===== config.mk =====
export PLATFORM = sky130hd
export DESIGN_NAME = alu_arbiter
export DESIGN_NICKNAME = d
export VERILOG_FILES = /design/src/rtl/alu_arbiter.sv
export SDC_FILE = /design/constraint.sdc
export NUM_CORES = 1
export LEC_CHECK = 0
export BUFFER_PORTS_ARGS = -buffer_cell sky130_fd_sc_hd__buf_2
export CAP_MARGIN = 20
export CORE_AREA = 4 4 117 119
export CTS_CLUSTER_SIZE = 12
export DETAILED_ROUTE_END_ITERATION = 10
export DIE_AREA = 0 0 121 123
export PLACE_DENSITY = 0.69
export SLEW_MARGIN = 15
export SYNTH_ARGS = -nofsm -noshare
export SYNTH_HDL_FRONTEND = slang
export SYNTH_SLANG_ARGS = --single-unit

===== constraint.sdc =====
create_clock -name clk -period 1.4 [get_ports clk]
set_input_delay 0.14 -clock clk [delete_from_list [all_inputs] [get_ports clk]]
set_output_delay 0.14 -clock clk [all_outputs]
set_load 0.01 [all_outputs]

===== src/rtl/alu_arbiter.sv =====
// Round-robin arbiter sharing one external combinational ALU between two requesters,
// with a one-entry response register per requester. Optional stats: ALU_ARBITER_STATS_EN.
`ifndef LEN_WORD
`define LEN_WORD 32
`endif
`ifndef LEN_FUNC3
`define LEN_FUNC3 3
`endif

module alu_arbiter (
  input  logic                  clk,
  input  logic                  rstn,
  input  logic                  req0_valid,
  output logic                  req0_ready,
  input  logic [`LEN_FUNC3-1:0] req0_func3,
  input  logic                  req0_mode,
  input  logic [`LEN_WORD-1:0]  req0_rs1,
  input  logic [`LEN_WORD-1:0]  req0_rs2,
  output logic                  res0_valid,
  input  logic                  res0_ready,
  output logic [`LEN_WORD-1:0]  res0_rd,
  input  logic                  req1_valid,
  output logic                  req1_ready,
  input  logic [`LEN_FUNC3-1:0] req1_func3,
  input  logic                  req1_mode,
  input  logic [`LEN_WORD-1:0]  req1_rs1,
  input  logic [`LEN_WORD-1:0]  req1_rs2,
  output logic                  res1_valid,
  input  logic                  res1_ready,
  output logic [`LEN_WORD-1:0]  res1_rd,
  output logic [`LEN_FUNC3-1:0] alu_func3,
  output logic                  alu_mode_flag,
  output logic [`LEN_WORD-1:0]  alu_rs1,
  output logic [`LEN_WORD-1:0]  alu_rs2,
  input  logic [`LEN_WORD-1:0]  alu_rd
`ifdef ALU_ARBITER_STATS_EN
  ,
  output logic [31:0]           stat_grant0,
  output logic [31:0]           stat_grant1,
  output logic [31:0]           stat_conflict
`endif
);

  logic                 last_grant_q, last_grant_d;
  logic                 res0_valid_q, res0_valid_d;
  logic                 res1_valid_q, res1_valid_d;
  logic [`LEN_WORD-1:0] res0_rd_q, res0_rd_d;
  logic [`LEN_WORD-1:0] res1_rd_q, res1_rd_d;
  logic                 elig0, elig1, grant0, grant1;

  // A slot can accept a new result if it is empty or being drained this cycle.
  assign elig0  = req0_valid && (!res0_valid_q || res0_ready);
  assign elig1  = req1_valid && (!res1_valid_q || res1_ready);
  assign grant0 = elig0 && (!elig1 || last_grant_q);
  assign grant1 = elig1 && (!elig0 || !last_grant_q);

  assign req0_ready = grant0;
  assign req1_ready = grant1;
  assign res0_valid = res0_valid_q;
  assign res1_valid = res1_valid_q;
  assign res0_rd    = res0_rd_q;
  assign res1_rd    = res1_rd_q;

  always_comb begin
    alu_func3     = '0;
    alu_mode_flag = 1'b0;
    alu_rs1       = '0;
    alu_rs2       = '0;
    if (grant0) begin
      alu_func3     = req0_func3;
      alu_mode_flag = req0_mode;
      alu_rs1       = req0_rs1;
      alu_rs2       = req0_rs2;
    end else if (grant1) begin
      alu_func3     = req1_func3;
      alu_mode_flag = req1_mode;
      alu_rs1       = req1_rs1;
      alu_rs2       = req1_rs2;
    end
  end

  always_comb begin
    res0_valid_d = res0_valid_q;
    res0_rd_d    = res0_rd_q;
    res1_valid_d = res1_valid_q;
    res1_rd_d    = res1_rd_q;
    last_grant_d = last_grant_q;
    if (grant0) begin
      res0_valid_d = 1'b1;
      res0_rd_d    = alu_rd;
      last_grant_d = 1'b0;
    end else if (res0_valid_q && res0_ready) begin
      res0_valid_d = 1'b0;
    end
    if (grant1) begin
      res1_valid_d = 1'b1;
      res1_rd_d    = alu_rd;
      last_grant_d = 1'b1;
    end else if (res1_valid_q && res1_ready) begin
      res1_valid_d = 1'b0;
    end
  end

  // last_grant resets to 1 so requester 0 wins the first conflict.
  always_ff @(posedge clk or negedge rstn) begin
    if (!rstn) begin
      last_grant_q <= 1'b1;
      res0_valid_q <= 1'b0;
      res1_valid_q <= 1'b0;
      res0_rd_q    <= '0;
      res1_rd_q    <= '0;
    end else begin
      last_grant_q <= last_grant_d;
      res0_valid_q <= res0_valid_d;
      res1_valid_q <= res1_valid_d;
      res0_rd_q    <= res0_rd_d;
      res1_rd_q    <= res1_rd_d;
    end
  end

`ifdef ALU_ARBITER_STATS_EN
  logic [31:0] stat_grant0_q, stat_grant0_d;
  logic [31:0] stat_grant1_q, stat_grant1_d;
  logic [31:0] stat_conflict_q, stat_conflict_d;

  // Counters saturate rather than wrap.
  always_comb begin
    stat_grant0_d   = stat_grant0_q;
    stat_grant1_d   = stat_grant1_q;
    stat_conflict_d = stat_conflict_q;
    if (grant0 && (stat_grant0_q != 32'hFFFF_FFFF))
      stat_grant0_d = stat_grant0_q + 32'd1;
    if (grant1 && (stat_grant1_q != 32'hFFFF_FFFF))
      stat_grant1_d = stat_grant1_q + 32'd1;
    if (elig0 && elig1 && (stat_conflict_q != 32'hFFFF_FFFF))
      stat_conflict_d = stat_conflict_q + 32'd1;
  end

  always_ff @(posedge clk or negedge rstn) begin
    if (!rstn) begin
      stat_grant0_q   <= '0;
      stat_grant1_q   <= '0;
      stat_conflict_q <= '0;
    end else begin
      stat_grant0_q   <= stat_grant0_d;
      stat_grant1_q   <= stat_grant1_d;
      stat_conflict_q <= stat_conflict_d;
    end
  end

  assign stat_grant0   = stat_grant0_q;
  assign stat_grant1   = stat_grant1_q;
  assign stat_conflict = stat_conflict_q;
`endif

endmodule

# Yosys cells after proc, flatten, opt, wreduce, memory -nomap -nowiden
# Cells that the tools add are included.
# Widths: inputs -> output; s select.
op_classes:
  muxes: 14
  n_reduce_logical: 18
op_table:
  columns: ["cell", "count"]
  rows:
  - ["$mux 32", 4]
  - ["$mux 1", 8]
  - ["$logic_and 1x1->1", 6]
  - ["$mux 3", 2]
  - ["$reduce_bool 2->1", 3]
  - ["$logic_not 1->1", 5]
  - ["$logic_or 1x1->1", 4]
word_totals:
  word_cells: 37
  reg_bits: 67

# Depth between registers and ports, before layout
# Gate-level depths: netlist of the first run.
logic_depth:
  depth_word: 8
  ltp_mapped: 5
  ltp_nobuf: 3

# Worst setup path after synthesis of the first run
# OpenSTA, ideal clock, no wires.
synth_path:
  path_kind: "register to output"
  startpoint: "reg res1_valid_q, in the netlist res1_valid"
  endpoint: "out alu_rs1[23]"
  path_slack_ns: -0.187
  path_stages_with_launch: 6
  required_time_ns: 1.260
  arrival_time_ns: 1.447
  path_cell_list: "dfrtp_1 > nor2b_4 > o311a_1 > buf_2 > buf_2 > a22o_1"
synth_between:
  elab_chain_len: 7
synth_lines:
  columns: ["item", "line_no", "text"]
  rows:
  - ["start: declaration", "46", "logic res1_valid_q, res1_valid_d;"]
  - ["start signal: assignment", "115", "res1_valid_q <= res1_valid_d;"]
  - ["$logic_not 1->1", "53", "assign elig1 = req1_valid && (!res1_valid_q || res1_ready);"]
  - ["$logic_or 1x1->1", "53", null]
  - ["$logic_and 1x1->1", "53", null]
  - ["$logic_not 1->1", "54", "assign grant0 = elig0 && (!elig1 || last_grant_q);"]
  - ["$logic_or 1x1->1", "54", null]
  - ["$logic_and 1x1->1", "54", null]
  - ["via req0_ready", "14", "output logic req0_ready,"]
  - ["$mux 32", "69", "if (grant0) begin"]
  - ["end: declaration", "33", "output logic [`LEN_WORD-1:0] alu_rs1,"]
# The timed path passes the listed nets, and every way through them passes these cells.

# Final worst setup path of the first run
layout_path:
  startpoint: "reg res1_valid_q, in the netlist res1_valid"
  endpoint: "out alu_rs1[13]"
layout_between:
  elab_chain_len: 7
layout_lines:
  columns: ["item", "line_no"]
  rows:
  - ["$logic_not 1->1 *", "53"]
  - ["$logic_or 1x1->1 *", "53"]
  - ["$logic_and 1x1->1 *", "53"]
  - ["$logic_not 1->1", "54"]
  - ["$logic_or 1x1->1", "54"]
  - ["$logic_and 1x1->1", "54"]
  - ["$mux 32 *", "69"]
# Every way passes the cells marked *; elsewhere a longest branch is shown, timed or not.

==> results of run 1 <==
[layout make-up]
class	count	area, µm²
antenna	3	7.51
fill	1148	6580
timing repair buffer	346	2180
clock inverter	4	48.8
inverter	2	7.51
multi-input combinational	140	1600
tap	172	215
clock buffer	12	256
sequential	67	1680
[synth_stat cells (all sizes together)]
cell / count
mux2: 64
or2: 1
a21o: 1
nand2b: 1
a22o: 68
dfrtp: 66
dfstp: 1
inv: 2
a311oi: 1
buf: 22
o21ba: 1
a31oi: 1
o311a: 1
nor2b: 1
[metal layers]
layer	wire length [µm]	share of wire, %	vias to the layer above	track usage [%]
met1	5700	36	1719	20.9
met4	589	3.7	2	8.64
li1	-	-	1572	-
met5	13	0.083	-	0
met3	1210	7.7	41	5.08
met2	8220	52	211	34.4
[power by group]
part | switching, mW | leakage, nW | total, mW | internal (mW)
logic | 1.60 | 2.31 | 3.64 | 2.03
clock network | 0.814 | 0.153 | 2.29 | 1.47
registers | 0.298 | 0.780 | 2.76 | 2.46
[metrics by stage]
step | setup TNS [ns] | hold slack, ns
floorplan | -13.64 | -0.156
global placement | -26.09 | 0.182
detailed placement | -31.79 | 0.193
CTS | -56.57 | 0.0352
global route | -65.34 | 0.0480
finish | -54.77 | 0.0468
[sequential cells by signal, summed over array words and instances (netlist names)]
| register | flops |
|---|---|
| last_grant_q | 1 |
| res1_rd | 32 |
| res0_rd | 32 |
| res0_valid | 1 |
| res1_valid | 1 |
[kinds of logic after synthesis]
group | Yosys count | synth area share, %
AOI/OAI and AO/OA | 73 | 19.8
DFF | 67 | 51.7
muxes | 64 | 23.4
buffers and inverters | 24 | 4.08
and+or+nand+nor | 3 | 1.04
[layout by cell type, fill, tap and decap left out, drive strengths merged]
master / count
nand2b: 1
or2: 1
bufinv: 1
a22o: 68
inv: 2
clkbuf: 15
mux2: 64
dlygate4sd3: 1
dfrtp: 66
o21ba: 1
clkinv: 3
diode: 3
a31oi: 1
a21o: 1
nor2b: 1
o311a: 1
buf: 342
dfstp: 1
a311oi: 1
[worst register-to-register path: cells and delay by family, from the launching register on]
kind	cells	cell delay (ns)
AO/OA/AOI/OAI	1	0.25
buffers and inverters	4	0.61
multiplexers	1	0.35
AND/OR/NAND/NOR	1	0.08
flip-flops	1	0.40
[worst max-delay path by stage]
stage,start,to,slack [ns]
5_1_grt,res0_valid,alu_rs2[4],-0.62
3_5_place_dp,res0_valid,res1_rd[8],-0.33
3_3_place_gp,res0_valid,res1_rd[19],-0.27
2_1_floorplan,res0_valid,res1_rd[21],-0.16
6_report,res1_valid,alu_rs1[13],-0.55
4_1_cts,res1_valid,alu_rs2[4],-0.56
[what timing repair did]
item	4_1_cts	5_1_grt
hold buffers	1	0
pin swaps	1	0
hold endpoints to repair	66	0
setup endpoints to repair	135	136
gates cloned	8	3
resized for setup	45	32
buffers inserted	11	6
==> out/summary.txt, run 1 <==
Bufs on Longest Clock Path: 2
worst-margin pin slew: 0.377 ns
All-Layer GR Usage: 19.0%
vias in the first global route: 3693
post-detail-place hpwl: 11.3 mm
Die X: 121 µm
largest cells by area after synthesis: dfrtp_1, a22o_1, mux2_2, mux2_4, mux2_1
worst-skew pair later-pin latency: 0.33 ns
Util after Layout: 47.7%
post-DR wirelength/cell: 21.1 µm
num ports: 310
DRC violations left: 0
crit-path max FO: 32
Hold Path Stages: 2
failing checks: negative setup slack
number of unique standard cell types used by synthesis: 18
Max Fclk: 0.512 GHz
leak pwr: 3.24 nW
first-pass GRT wire length: 21.3 mm
R2R Setup Slk: -0.40 ns
vias per cell: 4.75
worst setup margin: -0.553 ns
WP data required: 1.26 ns
status: finished, violations left
post-synthesis net count: 405
Worst Skew: 0.00889 ns
Post-Synthesis Cells: 231
Crit path arrival time: 1.81 ns
sequential area share after synthesis: 51.7%
Final nets: 740
depth of the CTS H-tree: 3
die area: 14900 µm²
RSZ-0062 raised after global routing: true
CTS root buf: clkbuf_16
max-cap violations: 0
drt pass-1 iters: 6
row count: 41
initial antenna violation count: 3
crit-path cells: nor2b_4 > o311a_4 > buf_12 > a22o_1 > buf_2
Setup-failing EPs final: 136
WHS Endpoint: res1_rd[30]
Reg2Reg Depth: 7
R2R Path Start: res0_valid
CP Buf/Inv Count: 2
cell taking the most area after synthesis: dfrtp_1
final hold violations: 0
hold path start: alu_rd[30]
Core Region: 12600 µm²
worst slack at placement: -0.329 ns
Post-Layout Cell Count: 746
max-slew violation count: 0
overall power: 8.68 mW
Clock Sinks: 67
Overflow after GRT: 0
Setup crit start kind: flip-flop
Worst R2R End: res1_rd[1]
Total Wirelength: 15.7 mm
Design Area, Final: 5990 µm²
CTS tree: done
Slew HR: 74.8%
layout cells sized above 1: 74.8%
Port-buffer cells: 309
VDD IR-drop max: 0.839 mV
Yosys reg bits: 67
post-layout minimum cycle time: 1.95 ns
PwrDens: 1450 nW/µm²
Initial Utilization: 25.8%
die height: 123 µm
Worst path depth: 5
cell total after placement: 703
Worst Hold Class: input port to flip-flop
Yosys warning count: 0
Final Cycle Share: 139%
gpl congestion: 0.921
Iter 0 DRT Violations: 111
area delta synth->final: 84.6%
Critical Path End Type: primary output
remaining antenna violation count after routing: 0
mean post-synth cell area: 14.1 µm²
DP Area: 5050 µm²
mapped cell area: 3250 µm²
clock-pin slew on the worst setup and hold paths: 0.06 ns
slowest CP cell: dfrtp_1
Crit Path Category: flip-flop to primary output
CTS Buf Count: 9
crit-path max cell delay: 0.38 ns
Vias: 3545
largest net degree at the start of global routing: 68
Synth top area share: 50.9%
Crit path max-delay family: compound AO/OA/AOI/OAI gates
Power figures use the tool's default switching activity.
==> run 2: changes to the inputs <==
- ABC_AREA: unset -> 1
- CORE_AREA: 4 4 117 119 -> 4 4 119 121
- DIE_AREA: 0 0 121 123 -> 0 0 123 125
- HOLD_SLACK_MARGIN: unset -> 0.08
- clock period: 1.4 -> 2.22 ns (I/O delays scaled with it)
==> run 2 against run 1 <==
Compared with the run above: the run now ends clean; utilization shrank 3.1 points; setup slack gained 0.73 ns; sequential power shrank 39%; global-route usage grew 1.1 points; die area grew 3.3%; sequential cell count is the same; combinational power shrank 48%; critical path type unchanged; highest routed layer unchanged.
==> out/summary.txt, run 2 <==
status: complete, no violations
Die X: 123 µm (+1.7%)
cell total after placement: 979 (+39%)
Post-Layout Cell Count: 998 (+34%)
Port-buffer cells: 309 (unchanged)
Core Region: 13100 µm² (+4.1%)
Slew HR: 66.4% (-8.4 points)
Worst Skew: 0.00514 ns (-0.00375 ns)
gpl congestion: 0.863 (-6.3%)
Vias: 4796 (+35%)
overall power: 5.14 mW (-41%)
layout cells sized above 1: 42.1% (-33 points)
die area: 15400 µm² (+3.3%)
Setup Fix Bufs, Post-CTS: 0 (-11)
Max Fclk: 0.489 GHz
worst-skew pair later-pin latency: 0.33 ns (about the same)
Post-Synthesis Cells: 529 (+130%)
Synth top area share: 44.1% (-6.7 points)
max-slew violation count: 0 (unchanged)
vias in the first global route: 4582 (+24%)
Yosys warning count: 0 (unchanged)
Setup crit start kind: flip-flop
EDFF count, synth: 0 (unchanged)
Setup-failing EPs final: 0 (-100%)
mean post-synth cell area: 7.07 µm² (-50%)
Async SR Flop Fraction: 100% (unchanged)
number of unique standard cell types used by synthesis: 12 (-6)
post-detail-place hpwl: 12.4 mm (+8.9%)
Worst Hold Class: input port to flip-flop
Total Wirelength: 16.1 mm (+2.6%)
RSZ-0062 raised after global routing: false
Initial Utilization: 28.6% (+2.8 points)
remaining antenna violation count after routing: 0 (unchanged)
Top FF cell, synth: dfrtp_1
PwrDens: 881 nW/µm² (-39%)
leak pwr: 3.56 nW (+9.8%)
initial antenna violation count: 3 (unchanged)
mapped cell area: 3740 µm² (+15%)
CTS root buf: clkbuf_16
crit-path max FO: 51 (+59%)
Bufs on Longest Clock Path: 2 (unchanged)
Yosys reg bits: 67 (unchanged)
post-CTS sizing: 0 (-100%)
post-synthesis net count: 703 (+74%)
drt pass-1 iters: 4 (-2)
depth of the CTS H-tree: 3 (unchanged)
hold_buf cts: 1 (unchanged)
cell taking the most area after synthesis: dfrtp_1
num ports: 310 (unchanged)
max-cap violations: 0 (unchanged)
post-DR wirelength/cell: 16.2 µm (-23%)
area delta synth->final: 55.8%
post-layout minimum cycle time: 2.05 ns
synth cell count leaders: nand2_1, nand3_1, dfrtp_1
Critical Path End Type: primary output
first-pass GRT wire length: 24.5 mm (+15%)
CTS tree: done
clock-pin slew on the worst setup and hold paths: 0.06 ns (about the same)
Iter 0 DRT Violations: 427 (+280%)
commonest non-fill, non-tap cells in the layout: buf_2, nand2_1, nand3_1, dfrtp_1
commonest non-fill, non-tap cell in the layout: buf_2
VDD IR-drop max: 0.415 mV (-51%)
WP data required: 2.00 ns (+0.74 ns)
Final Cycle Share: 92.2%
Final nets: 989 (+34%)
largest cells by area after synthesis: dfrtp_1, nand3_1, nand2_1, buf_2, dfstp_2
Clock Sinks: 67 (unchanged)
row count: 42 (+2.4%)
vias per cell: 4.81 (+1.1%)
worst-margin pin slew: 0.504 ns (+0.126 ns)
DRC violations left: 0 (unchanged)
All-Layer GR Usage: 20.1% (+1.1 points)
final hold violations: 0 (unchanged)
sequential area share after synthesis: 44.8% (-6.8 points)
CTS Buf Count: 9 (unchanged)
largest net degree at the start of global routing: 85 (+25%)
# fillers: 1372 (+20%)
Crit Path Category: flip-flop to primary output
Setup TNS: 0 ns (+54.77 ns)
die height: 125 µm (+1.6%)
Overflow after GRT: 0 (unchanged)
Crit path arrival time: 1.82 ns (about the same)
run 2: cell count changes in the layout (fill, tap and decap cells not counted), sizes merged, moves of 2 or more:
| cell | before | now |
|---|---|---|
| buf | 342 | 324 |
| clkbuf | 15 | 12 |
| nand3 | 0 | 202 |
| a21boi | 0 | 2 |
| nand2 | 0 | 202 |
| a22o | 68 | 0 |
| clkinv | 3 | 1 |
| inv | 2 | 5 |
| mux2 | 64 | 0 |
run 2: critical path: stages, from the launching register on:
cell	delay, ns
dfrtp_1	0.42
nand2_1	0.14
nand3_4	0.10
buf_4	0.45
nand3_1	0.16
nand2_1	0.09
buf_2	0.12
run 2: worst paths after layout:
path	slack, ns	depth (start not counted)	from	to
setup / recovery	0.17	6	res0_valid	alu_rs1[11]
hold / removal	0.13	3	alu_rd[29]	res1_rd[29]
setup reg to reg	0.58	6	last_grant_q	res0_rd[17]
hold reg to reg	0.46	2	res1_rd[3]	res1_rd[3]
max in group asynchronous	1.13	3	rstn	last_grant_q
min in group asynchronous	0.42	2	rstn	res1_rd[28]
run 2: metrics by stage:
stage          util, %  hold WS (ns)  setup WS [ns]  cell area (µm²)
2_1_floorplan        -       -0.0736          0.832             3740
3_3_place_gp      41.9         0.207          0.531             5490
3_5_place_dp      41.9         0.215          0.516             5490
4_1_cts           44.5         0.132          0.159             5830
5_1_grt           44.6         0.136        0.00869             5830
6_report          44.6         0.131          0.173             5830
run 2: kinds of logic (layout without fill, tap and decap cells):
logic type,count (synthesis),after routing,synth area share (%)
buffers and inverters,55,346,7.25
and+or+nand+nor,404,404,47.3
DFF,67,67,44.8
other,0,2,0
AOI/OAI and AO/OA,3,3,0.635
run 2: final cells by class:
cell class	instances	area, µm²	share of cell area, %
Multi-Input combinational cell	407	1840	31.5
Sequential cell	67	1680	28.8
Inverter	5	18.8	0.322
Antenna cell	2	5.00	0.0858
Tap cell	176	220	3.78
Clock buffer	12	256	4.40
Timing Repair Buffer	325	1740	29.9
Clock inverter	4	72.6	1.24
run 2: where the power goes:
| group | switching (mW) | internal [mW] |
|---|---|---|
| sequential | 0.161 | 1.52 |
| clock | 0.514 | 1.04 |
| combinational | 1.15 | 0.745 |
run 2: layer usage:
layer / vias to the layer above / wire, µm / share of wire (%) / GRT usage [%]
li1: 2327 / - / - / -
met1: 2188 / 5930 / 37 / 24.3
met2: 256 / 8130 / 50 / 34.2
met3: 23 / 1630 / 10 / 5.19
met4: 2 / 446 / 2.8 / 7.36
met5: - / 13 / 0.081 / 0
